<file path="config.mk">
export PLATFORM = sky130hd
export DESIGN_NAME = dram_port_arbiter
export DESIGN_NICKNAME = d
export VERILOG_FILES = /design/src/rtl/dram_port_arbiter.sv
export SDC_FILE = /design/constraint.sdc
export NUM_CORES = 1
export LEC_CHECK = 0
export CAP_MARGIN = 20
export CORE_MARGIN = 2
export CORE_UTILIZATION = 40
export DETAILED_ROUTE_END_ITERATION = 7
export GPL_TIMING_DRIVEN = 0
export PLACE_DENSITY = 0.7
export SYNTH_ARGS = -nofsm -noshare
export SYNTH_HDL_FRONTEND = slang
export SYNTH_SLANG_ARGS = --single-unit
</file>
<file path="constraint.sdc">
create_clock -name clk -period 2.5 [get_ports clk]
set_input_delay 0.5 -clock clk [delete_from_list [all_inputs] [get_ports clk]]
set_output_delay 0.5 -clock clk [all_outputs]
set_load 0.02 [all_outputs]
</file>
<file path="src/rtl/dram_port_arbiter.sv">
// Three-way round-robin arbiter in front of a single DRAM command port.
// Optional ARB_WRITE_PRIORITY_EN: output-write requester (req[2]) always wins arbitration.
module dram_port_arbiter #(
  parameter int unsigned ADDR_W      = 32,
  parameter int unsigned STALL_CNT_W = 16
) (
  input  logic                     clk,
  input  logic                     rst_n,
  input  logic [2:0]               req,
  input  logic [3*ADDR_W-1:0]      req_addr,
  input  logic [2:0]               req_we,
  input  logic [11:0]              req_len,
  output logic [2:0]               gnt,
  output logic [2:0]               gnt_done,
  output logic                     dram_cmd_valid,
  input  logic                     dram_cmd_ready,
  output logic                     dram_cmd_we,
  output logic [ADDR_W-1:0]        dram_cmd_addr,
  output logic [3:0]               dram_cmd_len,
  input  logic                     dram_beat_done,
  output logic                     busy,
  output logic [3*STALL_CNT_W-1:0] stall_cnt
);

  typedef enum logic [1:0] {StIdle, StIssue, StBurst} state_e;

  state_e                 state_q;
  logic [1:0]             last_grant_q;
  logic [1:0]             cur_q;
  logic [3:0]             beat_cnt_q;
  logic [STALL_CNT_W-1:0] stall_q [3];

  logic [1:0] rr_win;
  logic [1:0] winner;
  int         idx;

  // Walk from the farthest candidate to the nearest so the nearest requester wins.
  always_comb begin
    rr_win = 2'd0;
    idx    = 0;
    for (int k = 3; k >= 1; k--) begin
      idx = (int'(last_grant_q) + k) % 3;
      if (req[idx[1:0]]) rr_win = idx[1:0];
    end
  end

`ifdef ARB_WRITE_PRIORITY_EN
  assign winner = req[2] ? 2'd2 : rr_win;
`else
  assign winner = rr_win;
`endif

  always_ff @(posedge clk or negedge rst_n) begin
    if (!rst_n) begin
      state_q        <= StIdle;
      last_grant_q   <= 2'd2;
      cur_q          <= 2'd0;
      beat_cnt_q     <= 4'd0;
      gnt            <= 3'b000;
      gnt_done       <= 3'b000;
      dram_cmd_valid <= 1'b0;
      dram_cmd_we    <= 1'b0;
      dram_cmd_addr  <= '0;
      dram_cmd_len   <= 4'd0;
      busy           <= 1'b0;
    end else begin
      gnt_done <= 3'b000;
      unique case (state_q)
        StIdle: begin
          if (|req) begin
            cur_q          <= winner;
            gnt            <= 3'b001 << winner;
            dram_cmd_valid <= 1'b1;
            dram_cmd_we    <= req_we[winner];
            dram_cmd_addr  <= req_addr[winner*ADDR_W +: ADDR_W];
            dram_cmd_len   <= req_len[winner*4 +: 4];
            busy           <= 1'b1;
            state_q        <= StIssue;
          end
        end
        StIssue: begin
          if (dram_cmd_ready) begin
            dram_cmd_valid <= 1'b0;
            beat_cnt_q     <= 4'd0;
            state_q        <= StBurst;
          end
        end
        StBurst: begin
          if (dram_beat_done) begin
            if (beat_cnt_q == dram_cmd_len) begin
              gnt_done <= gnt;
              gnt      <= 3'b000;
              busy     <= 1'b0;
              state_q  <= StIdle;
`ifdef ARB_WRITE_PRIORITY_EN
              // Priority grants to the writer leave the 0/1 rotation untouched.
              if (cur_q != 2'd2) last_grant_q <= cur_q;
`else
              last_grant_q <= cur_q;
`endif
            end else begin
              beat_cnt_q <= beat_cnt_q + 4'd1;
            end
          end
        end
        default: state_q <= StIdle;
      endcase
    end
  end

  always_ff @(posedge clk or negedge rst_n) begin
    if (!rst_n) begin
      for (int i = 0; i < 3; i++) stall_q[i] <= '0;
    end else begin
      for (int i = 0; i < 3; i++) begin
        if (req[i] && !gnt[i] && (stall_q[i] != '1)) stall_q[i] <= stall_q[i] + 1'b1;
      end
    end
  end

  for (genvar g = 0; g < 3; g++) begin : g_stall
    assign stall_cnt[g*STALL_CNT_W +: STALL_CNT_W] = stall_q[g];
  end

endmodule

</file>
==> run metrics <==
sequential fraction of design power=23.9%; metal2 WL=10.2 mm; first-pass GRT wire length=32.6 mm; LEAKAGE=3.58 nW; Post-Syn Area per Cell=9.53 µm²; commonest non-fill, non-tap cell in the layout=clkdlybuf4s50_1; PortBufs=210; TritonCTS clock tree=yes; Die ar.=16500 µm²; Crit. End Element=flip-flop; CP Launch Type=flip-flop; H-tree lvl count=3; outcome=complete, no violations; hold_buf cts=0; GRT Util Overall=24.9%; # rows=45; WS Path Type=flip-flop to flip-flop; area leader, netlist=dfrtp_1; share of cells above drive strength 1=11.3%; routed vias/inst=5.86; clk buf depth=2; clock power share=12.4%; vias in the first global route=6400; GP Congestion=0.850; number of synthesized flops with an enable pin=0; drt pass-1 iters=5; Starting Density=40.8%; Int Pwr=6.42 mW; Top Ports=211; clock tree sinks=103; syn nets=775; clk_skew=0.00726 ns; Clock Pin Slew Worst Setup and Hold Paths=0.08 ns; arrival time of the worst setup path=2.66 ns; sequential area share after synthesis=41.7%; Post-Syn Area=6180 µm²; pin count of the biggest net entering global routing=67; non-filler cells in the finished layout=1066; Die X-Extent=128 µm; Max Used Layer=met4; placed insts=1048; CP bufs+invs=2; post-route ant nets=0; Metal-1 WL=8.48 mm; Overall Power=12.1 mW; critical path's slowest cell=dfstp_2; Async S/R FF share, synth=100%; setup repair after global routing missed its margin=yes; DR WL/cell=19.2 µm; crit path max fanout=10; setup ws final=0.0827 ns; synth warn=0; hpwl dp=15.1 mm; post-synthesis to final-layout area growth=44.1%; max incr delay on CP=0.55 ns; Final Util=58.8%; Switch Pwr=5.71 mW; pwr dens=1360 nW/µm²; hold crit path type=input pin to asynchronous set/reset pin; core region area=15100 µm²; Top delay family on crit path=buffers and inverters; most frequently used flop master after synthesis=dfrtp_1; worst slew pin tran=0.582 ns; fin nets=999; Max Cap Violations=0; post-synth top area share=41.3%; FMAX=414 MHz; drt initial violations=398; Netlist cell types=51; gr ovfl total=0; dpl ws=-0.187 ns; detailed-route wire length=20.4 mm; Mapped Cells=649; final hold viol count=0; VDD IR max=0.000676 V; final period utilization=96.7%; Logic pwr share=63.6%; clock root buffer=clkbuf_16; Clock Latency Late Sink=0.35 ns; sw frac=47.1%; Die Ht=128 µm; CTS Buf Count=9; antenna violations before repair=0; #FFs+latches synth=103; CP most frequent cell=nand3_1; CP Cell Sequence=ha_1 > buf_2 > nor2_1 > o22ai_1 > nand3_1 > buf_1 > a2bb2oi_1 > nand3_1; Max Slew Vio Count=0; Vias=6242; Worst slew margin=61.2%; synth top area cells=dfrtp_1 41%, nand4_1 5.9%, a2bb2oi_1 5.4%; # setup viols final=0; ANT cells=0; met3 wire length=1.39 mm; drt drc=0; Req. time, crit path=2.74 ns; most frequent cells in the layout=209 x clkdlybuf4s50_1, 102 x dfrtp_1, 72 x nand2_1, 58 x nand4_1, 52 x nand3_1; fin crit period=2.42 ns
per-stage QoR:
step / setup TNS [ns] / area, µm² / hold slack, ns
after global placement: -319.92 / 8520 / 0.466
after floorplan: 0 / 6180 / 0.204
after global routing: -0.114 / 8910 / 0.155
after detailed placement: -5.67 / 8550 / 0.475
after CTS: 0 / 8860 / 0.135
final: 0 / 8910 / 0.127
kinds of logic after synthesis:
logic type               Yosys count  synth area share (%)
XOR/XNOR                          48                  6.80
adder cells (fa/ha/maj)            8                  1.62
AND/OR/NAND/NOR                  240                  20.5
multiplexers                       8                  1.42
AO/OA/AOI/OAI                    184                  22.7
flip-flops                       103                  41.7
buffers and inverters             58                  5.24
worst reg2reg max path, stage by stage (launching register included):
cell and delay [ns]:
dfstp_2 0.55, ha_1 0.26, buf_2 0.19, nor2_1 0.13
o22ai_1 0.12, nand3_1 0.20, buf_1 0.47, a2bb2oi_1 0.28
nand3_1 0.10
state kept, by name (all words and copies together) (netlist names):
name / cells
cur_q: 2
dram_cmd_len: 4
last_grant_q: 2
gnt: 3
dram_cmd_we: 1
gnt_done: 3
beat_cnt_q: 4
busy: 1
stall_cnt: 48
state_q: 2
dram_cmd_valid: 1
dram_cmd_addr: 32
synthesized netlist by cell type (all sizes together) (11+ instances only):
| master | count |
|---|---|
| dfrtp | 102 |
| o211ai | 38 |
| a31oi | 37 |
| nand4 | 58 |
| a21oi | 43 |
| xnor2 | 37 |
| nand2 | 72 |
| o21ai | 13 |
| xor2 | 11 |
| buf | 40 |
| a2bb2oi | 38 |
| nor2 | 11 |
| nand3 | 52 |
power by group through the flow:
stage	clock network [mW]	registers [mW]	logic, mW
after floorplan	0	3.35	4.42
after global placement	0	2.88	7.34
after detailed placement	0	2.91	7.51
after CTS	1.52	2.89	7.53
after global routing	1.60	2.97	8.36
final	1.51	2.90	7.72
metal layers:
metal,vias up,GRT usage [%]
met5,-,0
met4,0,8.66
met3,26,4.78
met2,266,43.1
met1,3044,31.1
li1,2906,-
area by class of cell:
| type | count | area, µm² |
|---|---|---|
| timing repair buffer | 213 | 2150 |
| tap | 188 | 235 |
| multi-input combinational | 488 | 3280 |
| sequential | 103 | 2580 |
| clock buffer | 10 | 239 |
| clock inverter | 6 | 77.6 |
| inverter | 10 | 37.5 |
| fill | 1333 | 6240 |
| buffer | 48 | 304 |
worst paths after layout:
kind                            cells past startpoint                             to                        start  slack, ns
worst max-delay path                                8  dram_cmd_addr[28]$_DFFE_PN0P_  last_grant_q[1]$_DFFE_PN1P_       0.08
worst min-delay path                                1      stall_cnt[40]$_DFFE_PN0P_                        rst_n       0.13
worst max register to register                      8  dram_cmd_addr[28]$_DFFE_PN0P_  last_grant_q[1]$_DFFE_PN1P_       0.08
worst min register to register                      2    last_grant_q[0]$_DFFE_PN0P_         cur_q[0]$_DFFE_PN0P_       0.49
max in group asynchronous                           2    last_grant_q[1]$_DFFE_PN1P_                        rst_n       1.62
min in group clk                                    2    last_grant_q[0]$_DFFE_PN0P_         cur_q[0]$_DFFE_PN0P_       0.49
what timing repair did:
action,in CTS,in global routing
gates resized for setup,0,11
endpoints found under the setup margin,0,37
setup buffers,0,2
No activity file was read; power rests on OpenSTA's default activity.
